[config.mk]
export PLATFORM = sky130hd
export DESIGN_NAME = matmul_host_sequencer_flat
export DESIGN_NICKNAME = d
export VERILOG_FILES = /design/src/rtl/matmul_host_sequencer_if.sv /design/src/rtl/matmul_host_sequencer.sv /design/src/flat_wrapper.sv
export SDC_FILE = /design/constraint.sdc
export NUM_CORES = 2
export LEC_CHECK = 0
export ABC_AREA = 1
export ABC_CLOCK_PERIOD_IN_PS = 35500
export BUFFER_PORTS_ARGS = -buffer_cell sky130_fd_sc_hd__buf_4
export CAP_MARGIN = 20
export CORE_AREA = 3 3 412 414
export CTS_BUF_LIST = sky130_fd_sc_hd__clkbuf_4 sky130_fd_sc_hd__clkbuf_8 sky130_fd_sc_hd__clkbuf_16
export CTS_CLUSTER_SIZE = 8
export DETAILED_ROUTE_END_ITERATION = 10
export DIE_AREA = 0 0 415 417
export MAX_ROUTING_LAYER = met4
export PLACE_DENSITY = 0.65
export SKIP_CTS_REPAIR_TIMING = 1
export SLEW_MARGIN = 15
export SYNTH_ARGS = -nofsm -noshare
export SYNTH_HDL_FRONTEND = slang
export SYNTH_SLANG_ARGS = --single-unit
[constraint.sdc]
create_clock -name clk -period 35.5 [get_ports clk]
set_input_delay 3.55 -clock clk [delete_from_list [all_inputs] [get_ports clk]]
set_output_delay 3.55 -clock clk [all_outputs]
set_load 0.02 [all_outputs]
[src/rtl/matmul_host_sequencer_if.sv]
// Stream and RAM-port bundle between matmul_host_sequencer (master) and the
// host streams plus matrix_multiplication block (slave).
interface matmul_host_sequencer_if #(
    parameter int DWIDTH       = 16,
    parameter int MAT_MUL_SIZE = 16,
    parameter int AWIDTH       = 7
) ();
    localparam int W = MAT_MUL_SIZE * DWIDTH;

    logic              cmd_start;
    logic              busy;
    logic              job_done;
    logic [W-1:0]      in_data;
    logic              in_valid;
    logic              in_ready;
    logic [W-1:0]      out_data;
    logic              out_valid;
    logic              out_ready;
    logic              enable_writing_to_mem;
    logic              enable_reading_from_mem;
    logic [AWIDTH-1:0] addr_pi;
    logic [W-1:0]      data_pi;
    logic              we_a;
    logic              we_b;
    logic              we_c;
    logic              start_mat_mul;
    logic              done_mat_mul;
    logic [W-1:0]      data_from_out_mat;

    modport master (
        input  cmd_start, in_data, in_valid, out_ready, done_mat_mul, data_from_out_mat,
        output busy, job_done, in_ready, out_data, out_valid,
               enable_writing_to_mem, enable_reading_from_mem,
               addr_pi, data_pi, we_a, we_b, we_c, start_mat_mul
    );

    modport slave (
        output cmd_start, in_data, in_valid, out_ready, done_mat_mul, data_from_out_mat,
        input  busy, job_done, in_ready, out_data, out_valid,
               enable_writing_to_mem, enable_reading_from_mem,
               addr_pi, data_pi, we_a, we_b, we_c, start_mat_mul
    );
endinterface

[src/rtl/matmul_host_sequencer.sv]
// Loads A and B into matrix_multiplication, runs one multiply, then streams C
// back out through a credit-controlled 4-entry FIFO.
module matmul_host_sequencer #(
    parameter int ROWS         = 16,
    parameter int DWIDTH       = 16,
    parameter int MAT_MUL_SIZE = 16,
    parameter int AWIDTH       = 7
) (
    input logic                    clk,
    input logic                    reset,
    matmul_host_sequencer_if.master bus
);
    localparam int W = MAT_MUL_SIZE * DWIDTH;

    typedef enum logic [2:0] {
        IDLE, LOAD_A, LOAD_B, WR_DRAIN, COMPUTE, READ_C, RD_DRAIN
    } state_t;

    state_t            state_q, state_d;
    logic [AWIDTH-1:0] addr_q, addr_d, addr_next;
    logic [1:0]        drain_q, drain_d;
    logic [2:0]        credits_q, credits_d;
    logic [2:0]        tag_q;
    logic              done_d;

    logic              wl_vld_q, wl_b_q;
    logic [W-1:0]      wl_data_q, data_pi_q;
    logic              we_a_q, we_b_q, we_c_q, start_q;
    logic              en_wr_q, en_rd_q, in_ready_q, busy_q, job_done_q;

    logic [W-1:0]      fifo_mem [4];
    logic [1:0]        wr_ptr_q, rd_ptr_q;
    logic [2:0]        count_q;

    logic accept, issue, push, pop, addr_last;

    assign accept    = in_ready_q && bus.in_valid;
    assign push      = tag_q[2];
    assign pop       = (count_q != 3'd0) && bus.out_ready;
    // A pop in the same cycle frees a slot, so a read may issue on zero credits.
    assign issue     = (state_q == READ_C) && ((credits_q != 3'd0) || pop);
    assign addr_last = (addr_q == AWIDTH'(ROWS - 1));
    assign addr_next = addr_last ? '0 : addr_q + 1'b1;

    // NOTE: every variable gets a default before the case so no latch is inferred.
    always_comb begin
        state_d = state_q;
        addr_d  = addr_q;
        drain_d = drain_q;
        done_d  = 1'b0;
        case (state_q)
            IDLE: if (bus.cmd_start) begin
                state_d = LOAD_A;
                addr_d  = '0;
            end
            LOAD_A: if (accept) begin
                addr_d = addr_next;
                if (addr_last) state_d = LOAD_B;
            end
            LOAD_B: if (accept) begin
                addr_d = addr_next;
                if (addr_last) begin
                    state_d = WR_DRAIN;
                    drain_d = '0;
                end
            end
            WR_DRAIN: begin
                drain_d = drain_q + 2'd1;
                if (drain_q == 2'd3) state_d = COMPUTE;
            end
            COMPUTE: if (bus.done_mat_mul) state_d = READ_C;
            READ_C: if (issue) begin
                addr_d = addr_next;
                if (addr_last) state_d = RD_DRAIN;
            end
            RD_DRAIN: if (pop && count_q == 3'd1 && tag_q == 3'b000) begin
                state_d = IDLE;
                done_d  = 1'b1;
            end
            default: state_d = IDLE;
        endcase
        credits_d = credits_q - {2'b00, issue} + {2'b00, pop};
    end

    // NOTE: sequential state uses non-blocking assignments so all registers update together.
    always_ff @(posedge clk) begin
        if (reset) begin
            state_q    <= IDLE;
            addr_q     <= '0;
            drain_q    <= '0;
            credits_q  <= 3'd4;
            tag_q      <= '0;
            wl_vld_q   <= 1'b0;
            wl_b_q     <= 1'b0;
            wl_data_q  <= '0;
            data_pi_q  <= '0;
            we_a_q     <= 1'b0;
            we_b_q     <= 1'b0;
            we_c_q     <= 1'b0;
            start_q    <= 1'b0;
            en_wr_q    <= 1'b0;
            en_rd_q    <= 1'b0;
            in_ready_q <= 1'b0;
            busy_q     <= 1'b0;
            job_done_q <= 1'b0;
            wr_ptr_q   <= '0;
            rd_ptr_q   <= '0;
            count_q    <= '0;
        end else begin
            state_q    <= state_d;
            addr_q     <= addr_d;
            drain_q    <= drain_d;
            credits_q  <= credits_d;
            tag_q      <= {tag_q[1:0], issue};
            // Two-stage write line mirrors the two address registers inside matmul.
            wl_vld_q   <= accept;
            wl_b_q     <= (state_q == LOAD_B);
            if (accept) wl_data_q <= bus.in_data;
            we_a_q     <= wl_vld_q && !wl_b_q;
            we_b_q     <= wl_vld_q && wl_b_q;
            if (wl_vld_q) data_pi_q <= wl_data_q;
            in_ready_q <= (state_d == LOAD_A) || (state_d == LOAD_B);
            en_wr_q    <= (state_d == LOAD_A) || (state_d == LOAD_B) ||
                          ((state_d == WR_DRAIN) && (drain_d < 2'd2));
            start_q    <= (state_d == COMPUTE);
            we_c_q     <= (state_d == COMPUTE);
            en_rd_q    <= (state_d == READ_C) || (state_d == RD_DRAIN);
            busy_q     <= (state_d != IDLE);
            job_done_q <= done_d;
            wr_ptr_q   <= wr_ptr_q + {1'b0, push};
            rd_ptr_q   <= rd_ptr_q + {1'b0, pop};
            count_q    <= count_q + {2'b00, push} - {2'b00, pop};
        end
    end

    // NOTE: FIFO storage is not reset; the cleared count masks stale entries.
    always_ff @(posedge clk) begin
        if (push) fifo_mem[wr_ptr_q] <= bus.data_from_out_mat;
    end

    assign bus.busy                    = busy_q;
    assign bus.job_done                = job_done_q;
    assign bus.in_ready                = in_ready_q;
    assign bus.out_valid               = (count_q != 3'd0);
    assign bus.out_data                = (count_q != 3'd0) ? fifo_mem[rd_ptr_q] : '0;
    assign bus.enable_writing_to_mem   = en_wr_q;
    assign bus.enable_reading_from_mem = en_rd_q;
    assign bus.addr_pi                 = addr_q;
    assign bus.data_pi                 = data_pi_q;
    assign bus.we_a                    = we_a_q;
    assign bus.we_b                    = we_b_q;
    assign bus.we_c                    = we_c_q;
    assign bus.start_mat_mul           = start_q;
endmodule

[src/flat_wrapper.sv]
// flat-port wrapper written by rule: the top's interface ports become plain ports
module matmul_host_sequencer_flat 
#(
    parameter int ROWS         = 16,
    parameter int DWIDTH       = 16,
    parameter int MAT_MUL_SIZE = 16,
    parameter int AWIDTH       = 7
)
  (clk, reset, bus_cmd_start, bus_in_data, bus_in_valid, bus_out_ready, bus_done_mat_mul, bus_data_from_out_mat, bus_busy, bus_job_done, bus_in_ready, bus_out_data, bus_out_valid, bus_enable_writing_to_mem, bus_enable_reading_from_mem, bus_addr_pi, bus_data_pi, bus_we_a, bus_we_b, bus_we_c, bus_start_mat_mul);
  matmul_host_sequencer_if #(.DWIDTH(DWIDTH), .MAT_MUL_SIZE(MAT_MUL_SIZE), .AWIDTH(AWIDTH)) bus_i ();
  input logic clk;
  input logic reset;
  input wire logic [$bits(bus_i.cmd_start)-1:0] bus_cmd_start;
  input wire logic [$bits(bus_i.in_data)-1:0] bus_in_data;
  input wire logic [$bits(bus_i.in_valid)-1:0] bus_in_valid;
  input wire logic [$bits(bus_i.out_ready)-1:0] bus_out_ready;
  input wire logic [$bits(bus_i.done_mat_mul)-1:0] bus_done_mat_mul;
  input wire logic [$bits(bus_i.data_from_out_mat)-1:0] bus_data_from_out_mat;
  output wire logic [$bits(bus_i.busy)-1:0] bus_busy;
  output wire logic [$bits(bus_i.job_done)-1:0] bus_job_done;
  output wire logic [$bits(bus_i.in_ready)-1:0] bus_in_ready;
  output wire logic [$bits(bus_i.out_data)-1:0] bus_out_data;
  output wire logic [$bits(bus_i.out_valid)-1:0] bus_out_valid;
  output wire logic [$bits(bus_i.enable_writing_to_mem)-1:0] bus_enable_writing_to_mem;
  output wire logic [$bits(bus_i.enable_reading_from_mem)-1:0] bus_enable_reading_from_mem;
  output wire logic [$bits(bus_i.addr_pi)-1:0] bus_addr_pi;
  output wire logic [$bits(bus_i.data_pi)-1:0] bus_data_pi;
  output wire logic [$bits(bus_i.we_a)-1:0] bus_we_a;
  output wire logic [$bits(bus_i.we_b)-1:0] bus_we_b;
  output wire logic [$bits(bus_i.we_c)-1:0] bus_we_c;
  output wire logic [$bits(bus_i.start_mat_mul)-1:0] bus_start_mat_mul;
  assign bus_i.cmd_start = bus_cmd_start;
  assign bus_i.in_data = bus_in_data;
  assign bus_i.in_valid = bus_in_valid;
  assign bus_i.out_ready = bus_out_ready;
  assign bus_i.done_mat_mul = bus_done_mat_mul;
  assign bus_i.data_from_out_mat = bus_data_from_out_mat;
  assign bus_busy = bus_i.busy;
  assign bus_job_done = bus_i.job_done;
  assign bus_in_ready = bus_i.in_ready;
  assign bus_out_data = bus_i.out_data;
  assign bus_out_valid = bus_i.out_valid;
  assign bus_enable_writing_to_mem = bus_i.enable_writing_to_mem;
  assign bus_enable_reading_from_mem = bus_i.enable_reading_from_mem;
  assign bus_addr_pi = bus_i.addr_pi;
  assign bus_data_pi = bus_i.data_pi;
  assign bus_we_a = bus_i.we_a;
  assign bus_we_b = bus_i.we_b;
  assign bus_we_c = bus_i.we_c;
  assign bus_start_mat_mul = bus_i.start_mat_mul;
  matmul_host_sequencer #(.ROWS(ROWS), .DWIDTH(DWIDTH), .MAT_MUL_SIZE(MAT_MUL_SIZE), .AWIDTH(AWIDTH)) u_core (.clk(clk), .reset(reset), .bus(bus_i));
endmodule
# [Word-level counts from Yosys, hierarchy flattened]
# Memory sizes are Yosys's and may differ from the RTL's. A register that Yosys moved wholly into a read port is not among the register bits.
# Index checks and enable logic that the tools add are counted.
[classes] n_bitwise=1 mux=24 eq_ne=18 n_addsub=8 n_reduce_logical=22 magnitude_cmp=1
[ops] operator="256-bit 2-to-1 mux" count=1
[ops] operator="3-bit 2-to-1 mux" count=10
[ops] operator="7-bit 2-to-1 mux" count=4
[ops] operator="3-bit one-hot mux with 7 select lines" count=1
[ops] operator="7-bit one-hot mux with 3 select lines" count=1
[ops] operator="3-bit equality test (second input constant)" count=6
[ops] operator="3-bit by 2-bit equality test with 1-bit output (second input constant)" count=4
[ops] operator="3-bit nonzero test" count=4
[ops] operator="3-bit by 1-bit equality test with 1-bit output (second input constant)" count=3
[ops] operator="1-bit logical AND" count=8
[ops] operator="7-bit by 1-bit adder with 7-bit output (second input constant)" count=1
[ops] operator="7-bit by 4-bit equality test with 1-bit output (second input constant)" count=1
[ops] operator="3-bit by 1-bit adder with 3-bit output" count=2
[ops] operator="3-bit zero test" count=2
[ops] operator="2-bit 2-to-1 mux" count=3
[ops] operator="3-bit by 1-bit subtractor with 3-bit output" count=2
[ops] operator="2-bit by 1-bit adder with 2-bit output" count=2
[ops] operator="1-bit logical OR" count=4
[ops] operator="2-bit by 1-bit inequality test with 1-bit output (second input constant)" count=2
[ops] operator="2-bit one-hot mux with 2 select lines" count=1
[ops] operator="4-bit AND reduction" count=1
[ops] operator="2-bit OR reduction" count=2
[ops] operator="1-bit 2-to-1 mux" count=3
[ops] operator="2-bit by 1-bit adder with 2-bit output (second input constant)" count=1
[ops] operator="other kinds (5)" count=5
[totals] output_inout_bits=529 regBits=547 memories=1 ramBits=1024 elab_cells=95
[mem_list] name="u_core.fifo_mem" words=4 width=256 read_ports=1 rd_ports_with_merged_regs=1 write_ports=1 line_no="matmul_host_sequencer.sv:31" source="logic [W-1:0] fifo_mem [4];"

# [Depth between registers and ports, before layout]
[depth] ltp_word=9 ltp_mapped=12

# [Least setup slack after synthesis]
# No wires, ideal clock.
[synth_timing] path_kind="reg2reg" start="register u_core.tag_q[2]" end="memory u_core.fifo_mem[1][0] (netlist bit), enable pin" arrival_ps=17763 path_buffers=0 path_slack_ps=16550 setup_time_ps=1187 required_time_ps=34313 path_stages_with_launch=3 path_cell_list="dfxtp_1 > inv_1 > nor3_1"
[synth_via] elab_chain_cells=2
[synth_rtl] item="start, declared" line_no="matmul_host_sequencer.sv:23" source="logic [2:0] tag_q;"
[synth_rtl] item="start signal, assigned" line_no="matmul_host_sequencer.sv:114" source="tag_q <= {tag_q[1:0], issue};"
[synth_rtl] item="1-bit 2-to-1 mux" line_no="matmul_host_sequencer.sv:138" source="if (push) fifo_mem[wr_ptr_q] <= bus.data_from_out_mat;"
[synth_rtl] item="1-bit 2-to-1 mux (not written as such)" line_no="matmul_host_sequencer.sv:138"
[synth_rtl] item="end, declared" line_no="matmul_host_sequencer.sv:31"
# No other way between the ends.

==> flow_summary.toml <==
[synthesis]
netlist.area_leader.share_pct = 52.66
synth.cell_area_sq_um = 58390
synth-seq-area-share_pct = 71.42
synth.yosys.warnings = 0
synth_top_cells_by_count = "nor2_1, o21ai_0, edfxtp_1"
postSynthAreaPerCell_sq_um = 10.68
synth_cell_type_count = 35
share_of_flip_flops_with_an_asynchronous_set_or_reset_pct = 0
synth-edff-count = 1024
synthesis.nets = 5991
syn-instance-count = 5466
netlist_top_cells_area = "edfxtp_1, dfxtp_1, nor2_1"
cell_type_with_the_highest_aggregate_area_in_the_netlist = "edfxtp_1"
synthFlopType = "edfxtp_1"
post-synth-top-count-cell = "nor2_1"
synth-seq-cells = 1571

[pwr]
swShare_pct = 31.19
switchingPower_mw = 1.582
fin_total_pwr_mw = 5.072
static-leakage-power_nw = 28.65
seq_power_share_pct = 39.7
internal_power_mw = 3.490
power.share.clock_pct = 35.9
worst_ir_drop_vdd_uv = 57.64
fraction_of_power_consumed_by_combinational_cells_pct = 24.4
pwr_density_cell_nw_per_um2 = 68.66

[setup_path]
reg2reg_from = "u_core.tag_q[2]$_SDFF_PP0_"
worst_ep_required_time_ps = 31950
critical_path.endpoint_type = "output port"
setup.worst_path.start_class = "flip-flop"
crit_path_max_incr_delay_ps = 910
critical_path.most_common_cell = "buf_4"
worstPathMaxFanout = 96
cp-startpoint = "u_core.rd_ptr_q[0]$_SDFF_PP0_"
timing_worst_setup_path_type = "flip-flop to output port"
timing.critical_path.arrival_ps = 5540
cpLargestDelayFamily = "buffers and inverters"
cp_max_stage_cell = "buf_4"
timing.critical_path.buf_inv = 5
timing.critical_path.cells = "buf_4 -> buf_4 -> buf_4 -> buf_4 -> nor2_1 -> nor2_1 -> o21ai_0 -> a21oi_1 -> buf_4"

[timing]
worst_clock_skew_ps = 39.48
total_count_of_hold_check_failures_in_the_final_report = 0
fmax_mhz = 110.0
setup_violations = 0
timing.final.crit_period_ps = 9093
timing.final.max_slew_violations = 0
setup_repair_after_global_routing_missed_its_margin = "no"
timing.final.crit_share_pct = 25.61
timing_worst_slew_pin_value_ps = 1093
fin_setup_tns_ps = 0
worst_slew_margin_rel_pct = 27.16
worst_slack_ps = 26410

[place]
final_hpwl_from_detailed_placement_um = 107800
place_area_sq_um = 67940
port-buffer-count = 1046
pre_cts_ws_ps = 27230
routabilityCongestion = 0.8529
dp_cells = 8396

[layout]
stdcell_area_sq_um = 73880
area_growth_pct = 26.53
fraction_of_layout_instances_using_a_drive_strength_above_1_pct = 21.71
final-instance-count-excl-fill = 8685
design.final.nets = 6934

[grt]
grt_antenna_before_repair = 32
grt.overflow.total = 0
grt_pass1_vias = 41630
overall_routing_resource_usage_pct = 19.71
grt_first_pass_wirelength_um = 256400
grt_start_max_net_pins = 228

[cts]
clock_edge_transition_at_the_registers_on_the_reported_setup_and_hold_paths_ps = 50
clockRootBuffer = "clkbuf_16"
cts_htree_levels = 4
clkLatencyLatePin_ps = 840
clock_sinks = 1571
cts_tree = "built"
cts-buffers-inserted = 215
cts.path.max_buffers = 3

[detailed_routing]
avgViaCountPerCell = 4.945
met2WireLength_um = 87500
route.final.wire_length_um = 173500
drt_first_pass_iters = 6
route.top_layer_used = "met4"
drt-met1-wl_um = 65190
routed-via-count = 42950
post_drt_wl_per_cell_um = 19.97
final_antenna_net_count = 0
route.met3.wl_um = 14360
post-route-drc-count = 0
drt_iter0_markers = 3336

[die]
die-height_um = 417
coreArea_sq_um = 166700
initial_core_util_pct = 35.03
dieArea_sq_um = 173100
die_w_um = 415
io-pin-count = 1047
placement_rows = 150

[min_path]
min_from = "u_core.wl_b_q$_SDFF_PP0_"
min_path_type = "flip-flop to flip-flop"

[job]
max-cap-violations = 0

[run_status]
result_of_the_run = "finished, final reports clean"
per-stage QoR:
step                utilization [%]  hold WS, ps
global placement              40.75        409.1
detailed placement            40.77        409.2
finish                        44.33        437.2
CTS                           44.29        434.3
global route                  44.33        450.8
floorplan                         -        397.8
power by group through the flow:
stage                     sequential [mW]  combinational [mW]  clock, mW
after detailed placement             2.05                1.25          0
final                                2.01                1.24       1.82
after floorplan                      2.05               0.674          0
after global placement               2.05                1.24          0
after global routing                 2.02                1.33       1.94
after CTS                            2.01                1.25       1.86
kinds of logic after synthesis:
family / count (synthesis) / share of synthesized area, %
AO/OA/AOI/OAI: 1302 / 11.19
XOR/XNOR: 6 / 0.09000
adder cells (fa/ha/maj): 7 / 0.1757
buffers and inverters: 414 / 2.934
flip-flops: 1571 / 71.42
AND/OR/NAND/NOR: 2166 / 14.19
state kept, by name, summed over array words and instances (netlist names), 2 cells and up:
| signal | flops |
|---|---|
| u_core.tag_q | 3 |
| u_core.credits_q | 3 |
| u_core.bus.data_pi | 256 |
| u_core.rd_ptr_q | 2 |
| u_core.state_q | 3 |
| u_core.bus.addr_pi | 7 |
| u_core.fifo_mem | 1024 |
| u_core.drain_q | 2 |
| u_core.wl_data_q | 256 |
| u_core.count_q | 3 |
| u_core.wr_ptr_q | 2 |
final timing paths:
path,depth (start not counted),slack (ps),endpoint
setup / recovery,9,26410,bus_out_data[38]
setup reg to reg,6,31280,u_core.fifo_mem[1][95]$_DFFE_PP_
hold / removal,1,440,u_core.bus.we_a$_SDFF_PP0_
hold reg to reg,1,440,u_core.bus.we_a$_SDFF_PP0_
final cells by class:
class	instances	area (sq um)
Sequential cell	1571	41710
Timing Repair Buffer	1096	8248
Fill cell	15400	92780
Clock buffer	247	5644
Tap cell	2204	2758
Antenna cell	28	70.07
Multi-Input combinational cell	3481	15010
Clock inverter	14	224.0
Inverter	44	215.2
routing by layer:
metal | up-vias | track usage [%]
met4 | 0 | 7.944
met1 | 20780 | 21.45
met3 | 296 | 6.455
met2 | 1428 | 33.30
met5 | - | -
li1 | 20440 | -
layout by cell type (no fill, tap or decap), types with 3 or more instances in the layout:
master	netlist	final
nor3_2	0	4
nand2_4	3	3
xor2_1	4	4
diode_2	0	28
nand3_1	11	11
buf_4	4	1095
clkinv_16	0	3
dfxtp_4	0	3
a21oi_1	266	266
ha_1	5	5
or2_2	3	3
dfxtp_1	547	544
nor2_1	2081	2081
inv_2	6	3
inv_1	36	35
nor2_2	5	5
clkinv_8	0	4
nand3_2	4	4
nand2_2	7	6
nor3_1	10	6
o21ai_0	1029	1029
inv_6	0	4
inv_8	0	5
edfxtp_1	1024	1024
clkbuf_16	0	216
nand4_1	4	4
nand2_1	33	33
clkbuf_4	0	30
worst register-to-register path: stages, from the launching register on:
cell and delay, ps:
dfxtp_1 370, inv_1 160, nor3_2 170, buf_4 770, buf_4 850, buf_4 680
buf_4 740
Note: power is estimated with default switching activity, not from simulation.
